--- src/rtl/cmp_pkg.sv ---
// Shared compare-mode encoding for the cmp_pipe datapath and its bench.
package cmp_pkg;

    typedef enum logic [2:0] {
        CMP_EQ   = 3'b000,
        CMP_NEQ  = 3'b001,
        CMP_LT   = 3'b010,
        CMP_LEZ  = 3'b011,
        CMP_GTZ  = 3'b100,
        CMP_LTZ  = 3'b101,
        CMP_GEZ  = 3'b110,
        CMP_RSVD = 3'b111
    } cmp_mode_t;

    localparam int CMP_MODE_W = 3;

    function automatic logic cmp_is_reserved(cmp_mode_t m);
        return m == CMP_RSVD;
    endfunction

endpackage

--- src/rtl/cmp_decide.sv ---
// Combinational result decode: picks the condition selected by mode from the
// precomputed compare fields and forms the S/Z/V/N outputs.
module cmp_decide
    import cmp_pkg::*;
#(
    parameter int WIDTH = 32
) (
    input  logic             lt,
    input  logic             eq,
    input  logic             a_zero,
    input  logic             a_sign,
    input  cmp_mode_t        mode,
    output logic [WIDTH-1:0] s,
    output logic             z,
    output logic             v,
    output logic             n
);

    logic cond;

    always_comb begin
        cond = 1'b0;
        case (mode)
            CMP_EQ:  cond = eq;
            CMP_NEQ: cond = !eq;
            CMP_LT:  cond = lt;
            CMP_LEZ: cond = a_sign || a_zero;
            CMP_GTZ: cond = !a_sign && !a_zero;
            CMP_LTZ: cond = a_sign;
            CMP_GEZ: cond = !a_sign;
            default: cond = 1'b0;
        endcase
    end

    assign s = {{(WIDTH-1){1'b0}}, cond};
    assign z = !cond;
    assign v = 1'b0;
    assign n = 1'b0;

endmodule

--- src/rtl/cmp_pipe.sv ---
// Pipelined comparator with valid/ready flow control on both sides.
// Handshake: a beat moves when valid && ready; an offered beat holds until taken.
module cmp_pipe
    import cmp_pkg::*;
#(
    parameter int WIDTH  = 32,
    parameter int STAGES = 2
) (
    input  logic             clk,
    input  logic             reset,
    input  logic             in_valid,
    output logic             in_ready,
    input  logic [WIDTH-1:0] A,
    input  logic [WIDTH-1:0] B,
    input  logic             Sign,
    input  logic [2:0]       Mode,
    output logic             out_valid,
    input  logic             out_ready,
    output logic [WIDTH-1:0] S,
    output logic             Z,
    output logic             V,
    output logic             N,
    output logic             err
);

    // Operands are extended by one bit (sign or zero) so the subtraction can
    // never overflow; its top bit is then exactly A<B for either signedness.
    logic [WIDTH:0] a_ext, b_ext, diff;
    logic           f_lt, f_eq, f_az, f_as;
    logic           unused_diff_bits;

    assign a_ext = {Sign & A[WIDTH-1], A};
    assign b_ext = {Sign & B[WIDTH-1], B};
    assign diff  = a_ext - b_ext;
    assign f_lt  = diff[WIDTH];
    assign f_eq  = (A == B);
    assign f_az  = (A == '0);
    assign f_as  = A[WIDTH-1];
    assign unused_diff_bits = ^diff[WIDTH-1:0];

    logic             out_valid_q, out_valid_d;
    logic [WIDTH-1:0] s_q, s_d;
    logic             z_q, z_d, v_q, v_d, n_q, n_d;
    logic             err_q, err_d;

    logic             stall, accept, out_adv, out_vin;
    logic             d_lt, d_eq, d_az, d_as;
    cmp_mode_t        d_mode;
    logic [WIDTH-1:0] dec_s;
    logic             dec_z, dec_v, dec_n;

    assign stall  = out_valid_q && !out_ready;
    assign accept = in_valid && in_ready;

    if (STAGES == 2) begin : g_two
        logic      s1_valid_q, s1_valid_d;
        logic      s1_lt_q, s1_eq_q, s1_az_q, s1_as_q;
        logic      s1_lt_d, s1_eq_d, s1_az_d, s1_as_d;
        cmp_mode_t s1_mode_q, s1_mode_d;

        assign in_ready = !s1_valid_q || !stall;

        always_comb begin
            s1_valid_d = s1_valid_q;
            s1_lt_d    = s1_lt_q;
            s1_eq_d    = s1_eq_q;
            s1_az_d    = s1_az_q;
            s1_as_d    = s1_as_q;
            s1_mode_d  = s1_mode_q;
            if (in_ready) begin
                s1_valid_d = in_valid;
                if (in_valid) begin
                    s1_lt_d   = f_lt;
                    s1_eq_d   = f_eq;
                    s1_az_d   = f_az;
                    s1_as_d   = f_as;
                    s1_mode_d = cmp_mode_t'(Mode);
                end
            end
        end

        always_ff @(posedge clk) begin
            if (reset) begin
                s1_valid_q <= 1'b0;
                s1_lt_q    <= 1'b0;
                s1_eq_q    <= 1'b0;
                s1_az_q    <= 1'b0;
                s1_as_q    <= 1'b0;
                s1_mode_q  <= CMP_EQ;
            end else begin
                s1_valid_q <= s1_valid_d;
                s1_lt_q    <= s1_lt_d;
                s1_eq_q    <= s1_eq_d;
                s1_az_q    <= s1_az_d;
                s1_as_q    <= s1_as_d;
                s1_mode_q  <= s1_mode_d;
            end
        end

        assign d_lt    = s1_lt_q;
        assign d_eq    = s1_eq_q;
        assign d_az    = s1_az_q;
        assign d_as    = s1_as_q;
        assign d_mode  = s1_mode_q;
        assign out_adv = !stall;
        assign out_vin = s1_valid_q;
    end else begin : g_one
        assign in_ready = !stall;
        assign d_lt     = f_lt;
        assign d_eq     = f_eq;
        assign d_az     = f_az;
        assign d_as     = f_as;
        assign d_mode   = cmp_mode_t'(Mode);
        assign out_adv  = !stall;
        assign out_vin  = in_valid;
    end

    cmp_decide #(.WIDTH(WIDTH)) u_decide (
        .lt     (d_lt),
        .eq     (d_eq),
        .a_zero (d_az),
        .a_sign (d_as),
        .mode   (d_mode),
        .s      (dec_s),
        .z      (dec_z),
        .v      (dec_v),
        .n      (dec_n)
    );

    // Result data only changes when a real beat lands, so idle S/Z keep the
    // last delivered result.
    always_comb begin
        out_valid_d = out_valid_q;
        s_d         = s_q;
        z_d         = z_q;
        v_d         = v_q;
        n_d         = n_q;
        if (out_adv) begin
            out_valid_d = out_vin;
            if (out_vin) begin
                s_d = dec_s;
                z_d = dec_z;
                v_d = dec_v;
                n_d = dec_n;
            end
        end
        err_d = err_q || (accept && cmp_is_reserved(cmp_mode_t'(Mode)));
    end

    always_ff @(posedge clk) begin
        if (reset) begin
            out_valid_q <= 1'b0;
            s_q         <= '0;
            z_q         <= 1'b1;
            v_q         <= 1'b0;
            n_q         <= 1'b0;
            err_q       <= 1'b0;
        end else begin
            out_valid_q <= out_valid_d;
            s_q         <= s_d;
            z_q         <= z_d;
            v_q         <= v_d;
            n_q         <= n_d;
            err_q       <= err_d;
        end
    end

    assign out_valid = out_valid_q;
    assign S         = s_q;
    assign Z         = z_q;
    assign V         = v_q;
    assign N         = n_q;
    assign err       = err_q;

endmodule

--- config.mk ---
export PLATFORM = sky130hd
export DESIGN_NAME = cmp_pipe
export DESIGN_NICKNAME = d
export VERILOG_FILES = /design/src/rtl/cmp_pkg.sv /design/src/rtl/cmp_decide.sv /design/src/rtl/cmp_pipe.sv
export SDC_FILE = /design/constraint.sdc
export NUM_CORES = 1
export LEC_CHECK = 0
export BUFFER_PORTS_ARGS = -buffer_cell sky130_fd_sc_hd__buf_2
export CAP_MARGIN = 20
export CORE_AREA = 5 5 70 72
export DETAILED_ROUTE_END_ITERATION = 16
export DIE_AREA = 0 0 75 77
export PLACE_DENSITY = 0.76
export RECOVER_POWER = 25
export REMOVE_ABC_BUFFERS = 1
export SYNTH_ARGS = -nofsm -noshare
export SYNTH_HDL_FRONTEND = slang
export SYNTH_SLANG_ARGS = --single-unit
--- constraint.sdc ---
create_clock -name clk -period 2.8 [get_ports clk]
set_input_delay 0.56 -clock clk [delete_from_list [all_inputs] [get_ports clk]]
set_output_delay 0.56 -clock clk [all_outputs]
set_load 0.1 [all_outputs]
==> metrics.cfg, run 1 <==
[hold_path]
min_from = Z
worstHoldPathCells = 2
holdPathEnd = Z
worstHoldPathType = register to register

[place]
place_congestion = 0.754
dp_hpwl_um = 3650
numPortBuffers = 76

[detailed_routing]
drc = 0
met2WireLength_um = 2080
met1Wirelength_um = 1550
drt_iter0_markers = 93
highest_layer = met4
viasPerCell = 4.75
detail-route-antenna-nets = 0
dr.pass1.iters = 4
vias = 1668
wl_per_cell_um = 11.4
wl_met3_um = 344
wl_um = 4020

[global_routing]
grt_max_degree = 12
grt_pass1_wl_um = 6350
grt_pass1_vias = 1551
overflow = 0
track_usage_pct = 13.6
antenna_found_initial = 0

[worst_setup_path]
end_kind = register
start_kind = input port
cp.arrival_ns = 2.44
path_class = input port to register
reg2reg_depth = 6
slowest_delay_ns = 0.51
crit_chain = buf_2, ha_1, nand4_1, nor4_1, nand3_1, a31oi_1, nor3_1, o31a_1
cp_max_fo = 4
path_delay_family = simple AND/OR/NAND/NOR gates
slowest_stage = nor4_1
required_ns = 2.93
r2r_setup_slack_ns = 1.10
r2r-end = d_eq
crit_buf_inv = 1
r2r_start = out_valid

[timing]
tightest_slew_ns = 1.17
hold_viol = 0
tns_ns = 0
hold_ws_ns = 0.461
period_needed_ns = 2.31
rsz0062_at_grt = false
finalMaxSlewViolations = 0
relSlewSlack_pct = 22.3
fin_skew_ns = 0.00255
final-setup-viol-count = 0
post-route-period-util_pct = 82.5
clock.fmax_mhz = 433

[floorplanning]
die_area_um2 = 5780
initial_core_util_pct = 38.6
die_x_um = 75
rows = 24
core-area_um2 = 4230
die_h_um = 77
io_pins = 110

[flow_run]
drv_cap = 0

[final_layout]
diodes = 0
layout-drive-gt1-share_pct = 27.1
final_cell_mix = buf_2, inv_1, conb_1
final_common_cell = buf_2
areaGrowthSynthToFinish_pct = 22.0
nets = 404

[clocking]
post_cts_buffers = 0
cts_tree = done
htreeDepth = 1
cts_hold_buffers = 0
ctsResizeCount = 0
cts.clk_slew.worst_paths_ns = 0.05
cts_buffers = 3
cts_root_buf = clkbuf_8
clockBufferDepth = 2
clk_latency_ns = 0.24
cts_sinks = 12

[synthesis]
syn_avg_cell_area_um2 = 7.33
synth_seq_area_share_pct = 14.7
synth_cells = 223
synthAdderAreaFrac_pct = 24.5
synth_compound_area_share_pct = 15.2
yosys-mux-area-fraction_pct = 0
syn_area_um2 = 1630
yosysUniqueCellTypes = 34
synth_top_family_by_area = adder cells
synth-xor-area-share_pct = 0.536
ys.flop_type = dfxtp_1
yosysWarnings = 0
yosys.area_share.simple_pct = 21.2
synthArstFlopShare_pct = 0
synth_edf_count = 0
ys_ff_latch = 12

[power_and_ir_drop]
peakVddDrop_mv = 0.175
p_per_area_nw_per_um2 = 395
p_leak_uw = 0.00114

[run_status]
status = complete, no violations

worst max-delay path by stage:
stage | slack, ns | to | cells after the start | from
6_report | 0.49 | d_lt | 8 | A[31]
5_1_grt | 0.36 | d_lt | 8 | A[31]
4_1_cts | 0.50 | d_lt | 8 | A[31]
3_5_place_dp | 0.24 | d_lt | 8 | A[31]
3_3_place_gp | 0.36 | d_lt | 8 | A[19]
2_1_floorplan | 0.39 | d_eq | 6 | out_valid
state kept, by name (all words and copies together), names as in the netlist:
register,count
S,1
Z,1
d_as,1
d_az,1
d_eq,1
d_lt,1
d_mode,3
err,1
g_two.s1_valid_q,1
out_valid,1
per-stage QoR:
step	utilization (%)	worst slack, ns	cells	instance area (um2)	power (uW)
2_1_floorplan	-	0.392	219	1500	511
3_3_place_gp	45.8	0.358	347	1940	597
3_5_place_dp	45.8	0.237	347	1940	602
4_1_cts	47.1	0.495	351	2000	793
5_1_grt	47.1	0.361	351	1990	836
6_report	47.1	0.489	351	1990	788
per-layer routing:
layer / up-vias / track usage (%)
li1: 859 / -
met1: 737 / 15.3
met2: 66 / 25.0
met3: 6 / 2.22
met4: 0 / 4.27
met5: - / 0
area by class of cell:
class                      count  area (um2)
multi-input combinational    173        1130
inverter                      34         128
tap                           52        65.1
clock buffer                   4        55.1
sequential                    12         240
fill                         434        2240
timing repair buffer          76         378
cell families after synthesis:
group	Yosys count
AOI/OAI and AO/OA	40
xor gates and xnor gates	1
adders and majority gates	32
buffers and inverters	70
DFF	12
other	1
and+or+nand+nor	67
synth_stat cells, types with 2 or more instances:
master | number | area share [%]
nor2b_1 | 3 | 1.1
a21oi_1 | 21 | 6.4
a21o_1 | 2 | 0.92
nand3_1 | 8 | 2.5
a31oi_1 | 3 | 1.1
nor2_1 | 11 | 2.5
buf_4 | 33 | 15
dfxtp_1 | 12 | 15
clkbuf_1 | 3 | 0.69
inv_1 | 34 | 7.8
nand4_1 | 6 | 2.3
nand2_1 | 18 | 4.1
nor4_1 | 10 | 3.8
nand2b_1 | 2 | 0.77
ha_1 | 32 | 25
or2_2 | 2 | 0.77
nor3_1 | 2 | 0.61
o21ai_0 | 5 | 1.5
power by group:
group	total, uW	internal [uW]	switching [uW]
combinational	411	97.2	313
clock	190	124	65.9
sequential	187	180	6.88
total	788	402	386
worst reg2reg max path: stages, from the launching register on:
cell and delay, ns:
dfxtp_1 0.31, nand2b_1 0.14, or2_0 0.38, nand2_1 0.31
nor4bb_1 0.36, a21oi_1 0.07, nor2_1 0.08
Note: power is estimated with default switching activity, not from simulation.
==> inputs of run 2 (changes only) <==
--- a/config.mk
+++ b/config.mk
@@ -7,10 +7,10 @@
 export LEC_CHECK = 0
 export BUFFER_PORTS_ARGS = -buffer_cell sky130_fd_sc_hd__buf_2
 export CAP_MARGIN = 20
-export CORE_AREA = 5 5 70 72
+export CORE_AREA = 5 5 72 74
 export DETAILED_ROUTE_END_ITERATION = 16
-export DIE_AREA = 0 0 75 77
-export PLACE_DENSITY = 0.76
+export DIE_AREA = 0 0 77 79
+export PLACE_DENSITY = 0.75
 export RECOVER_POWER = 25
 export REMOVE_ABC_BUFFERS = 1
 export SYNTH_ARGS = -nofsm -noshare
==> constraint.sdc (replaced) <==
create_clock -name clk -period 1.9 [get_ports clk]
set_input_delay 0.38 -clock clk [delete_from_list [all_inputs] [get_ports clk]]
set_output_delay 0.38 -clock clk [all_outputs]
set_load 0.1 [all_outputs]
==> run 2 against run 1 <==
Flip-flop and latch count did not move. Global-route usage rose by 0.19 points. Die area rose by 5.3%. Sequential share of layout area fell by 2.8 points. Sequential power rose by 47%. Via count rose by 7.6%. Worst setup slack got worse by 0.43 ns. Clock skew rose by 0.0014 ns. Worst hold slack got worse by 0.042 ns. Register-to-register slack got worse by 0.72 ns. Critical path type unchanged.
==> metrics.cfg, run 2 (synthesized netlist as in run 1, its figures left out) <==
[global_routing]
overflow = 0  ; unchanged
grtUsageMet3_pct = 3.74  ; +1.5 points
grt_max_degree = 12  ; unchanged
grt_pass1_vias = 1788  ; +15%
grtUsageMet1_pct = 14.4  ; -0.89 points
grt_pass1_wl_um = 7160  ; +13%
met2_usage_pct = 27.6  ; +2.6 points
antenna_found_initial = 0  ; unchanged
track_usage_pct = 13.8  ; +0.19 points
grt-busiest-layer = met2

[timing]
clock.fmax_mhz = 542
relSlewSlack_pct = 64.3  ; +42 points
hold_ws_ns = 0.419  ; -0.0420 ns
hold_viol = 0  ; unchanged
rsz0062_at_grt = true
final-setup-viol-count = 0  ; unchanged
fin_skew_ns = 0.00390  ; +0.00136 ns
tightest_slew_ns = 0.537  ; -0.633 ns
setup_slack_ns = 0.0554  ; -0.434 ns
post-route-period-util_pct = 97.1
period_needed_ns = 1.84
finalMaxSlewViolations = 0  ; unchanged

[floorplanning]
initial_core_util_pct = 36.0  ; -2.6 points
die_x_um = 77  ; +2.7%
rows = 25  ; +4.2%
die_h_um = 79  ; +2.6%
io_pins = 110  ; unchanged
die_area_um2 = 6080  ; +5.3%
core-area_um2 = 4540  ; +7.1%

[detailed_routing]
drt_iter0_markers = 78  ; -16%
dr.pass1.iters = 4  ; unchanged
wl_per_cell_um = 12.6  ; +10%
vias = 1794  ; +7.6%
detail-route-antenna-nets = 0  ; unchanged
viasPerCell = 4.68  ; -1.4%
wl_um = 4840  ; +20%
drc = 0  ; unchanged

[final_layout]
final_common_cell = buf_2
final_core_util_pct = 57.5  ; +10 points
nets = 434  ; +7.4%
largest_reg_flops = 3  ; unchanged
final_cell_mix = buf_2, conb_1, buf_4
nFillCells = 407  ; -6.2%
multiInputGateArea_um2 = 1420  ; +26%
regArea_um2 = 240  ; unchanged
diodes = 0  ; unchanged
areaGrowthSynthToFinish_pct = 59.6
layout-drive-gt1-share_pct = 46.8  ; +20 points

[worst_setup_path]
start_kind = input port
r2r-end = d_az
path_class = input port to register
cp.arrival_ns = 1.97  ; -0.47 ns
r2r_start = out_valid
cp_max_fo = 2  ; -2
end_kind = register
r2r_setup_slack_ns = 0.38  ; -0.72 ns
required_ns = 2.03  ; -0.90 ns
reg2reg_depth = 6  ; unchanged

[clocking]
cts.clk_slew.worst_paths_ns = 0.05  ; about the same
cts_tree = done
cts_hold_buffers = 0  ; unchanged
cts_buffers = 3  ; unchanged
htreeDepth = 1  ; unchanged
clk_latency_ns = 0.24  ; about the same
cts_sinks = 12  ; unchanged
clockBufferDepth = 2  ; unchanged
cts_root_buf = clkbuf_8

[power_and_ir_drop]
clockPowerShare_pct = 21.2  ; -3.0 points
p_sw_uw = 620  ; +60%
total_power_uw = 1310  ; +66%
internal_power_uw = 688  ; +71%
seqPwrFrac_pct = 21.0  ; -2.7 points
p_per_area_nw_per_um2 = 501  ; +27%
switching_share_pct = 47.4  ; -1.6 points
peakVddDrop_mv = 0.246  ; +41%
p_leak_uw = 0.00134  ; +17%
p_comb_share_pct = 57.8  ; +5.7 points

[place]
dp_hpwl_um = 3870  ; +6.0%
post-place-ws_ns = -0.354  ; -0.592 ns
numPortBuffers = 76  ; unchanged
place_congestion = 0.754  ; unchanged

[hold_path]
min_from = Mode[0]
worstHoldPathType = input port to register
worstHoldPathCells = 3  ; +1
holdPathEnd = d_mode[0]

[flow_run]
drv_cap = 0  ; unchanged

[run_status]
status = complete, no violations

-- run 2: cell count changes in the layout (fill, tap and decap cells not counted), moves of 9 or more --
cell and change:
buf_4 +29, buf_2 -11, ha_1 -16, inv_1 -11, inv_2 +9, buf_6 +12
ha_4 +16
-- run 2: cell type report --
cell class | count | share of cell area [%]
multi-input combinational | 173 | 54.6
timing repair buffer | 106 | 26.4
sequential | 12 | 9.21
inverter | 34 | 5.09
tap | 54 | 2.59
clock buffer | 4 | 2.11
-- run 2: metal layers --
metal	routed length [um]	vias to the layer above
li1	-	915
met1	1660	826
met2	2800	51
met3	348	2
met4	21	0
met5	0	-
-- run 2: worst max-delay path, cell delays in order --
cell and delay, ns:
buf_2 0.11, ha_1 0.30, nand2_2 0.11, o21ai_1 0.08, a221oi_2 0.32, a31oi_4 0.14
buf_6 0.14, o21a_1 0.17, o31a_1 0.22
-- run 2: worst max path at each step --
stage,start,end,cells past startpoint
finish,A[6],d_lt,9
global route,B[27],d_lt,11
CTS,A[1],d_lt,9
detailed placement,A[14],d_lt,8
global placement,B[31],d_lt,10
floorplan,out_valid,d_eq,6
-- run 2: power groups by stage --
stage	combinational (uW)	sequential [uW]	clock, uW
after floorplan	438	315	0
after global placement	639	280	0
after detailed placement	652	280	0
after CTS	670	275	279
after global routing	815	277	291
final	756	275	277
-- run 2: timing repair --
| action | CTS | global route |
|---|---|---|
| pin swaps | 8 | 15 |
| setup endpoints to repair | 2 | 2 |
| resized for setup | 9 | 59 |
| buffers inserted | 0 | 4 |
-- run 2: metrics by stage --
stage	cell area, um2	instances	setup TNS, ns
final	2610	383	0
after global routing	2610	383	-0.0897
after CTS	2260	379	0
after detailed placement	2140	375	-0.609
after global placement	2140	375	-0.580
after floorplan	1500	219	-3.86
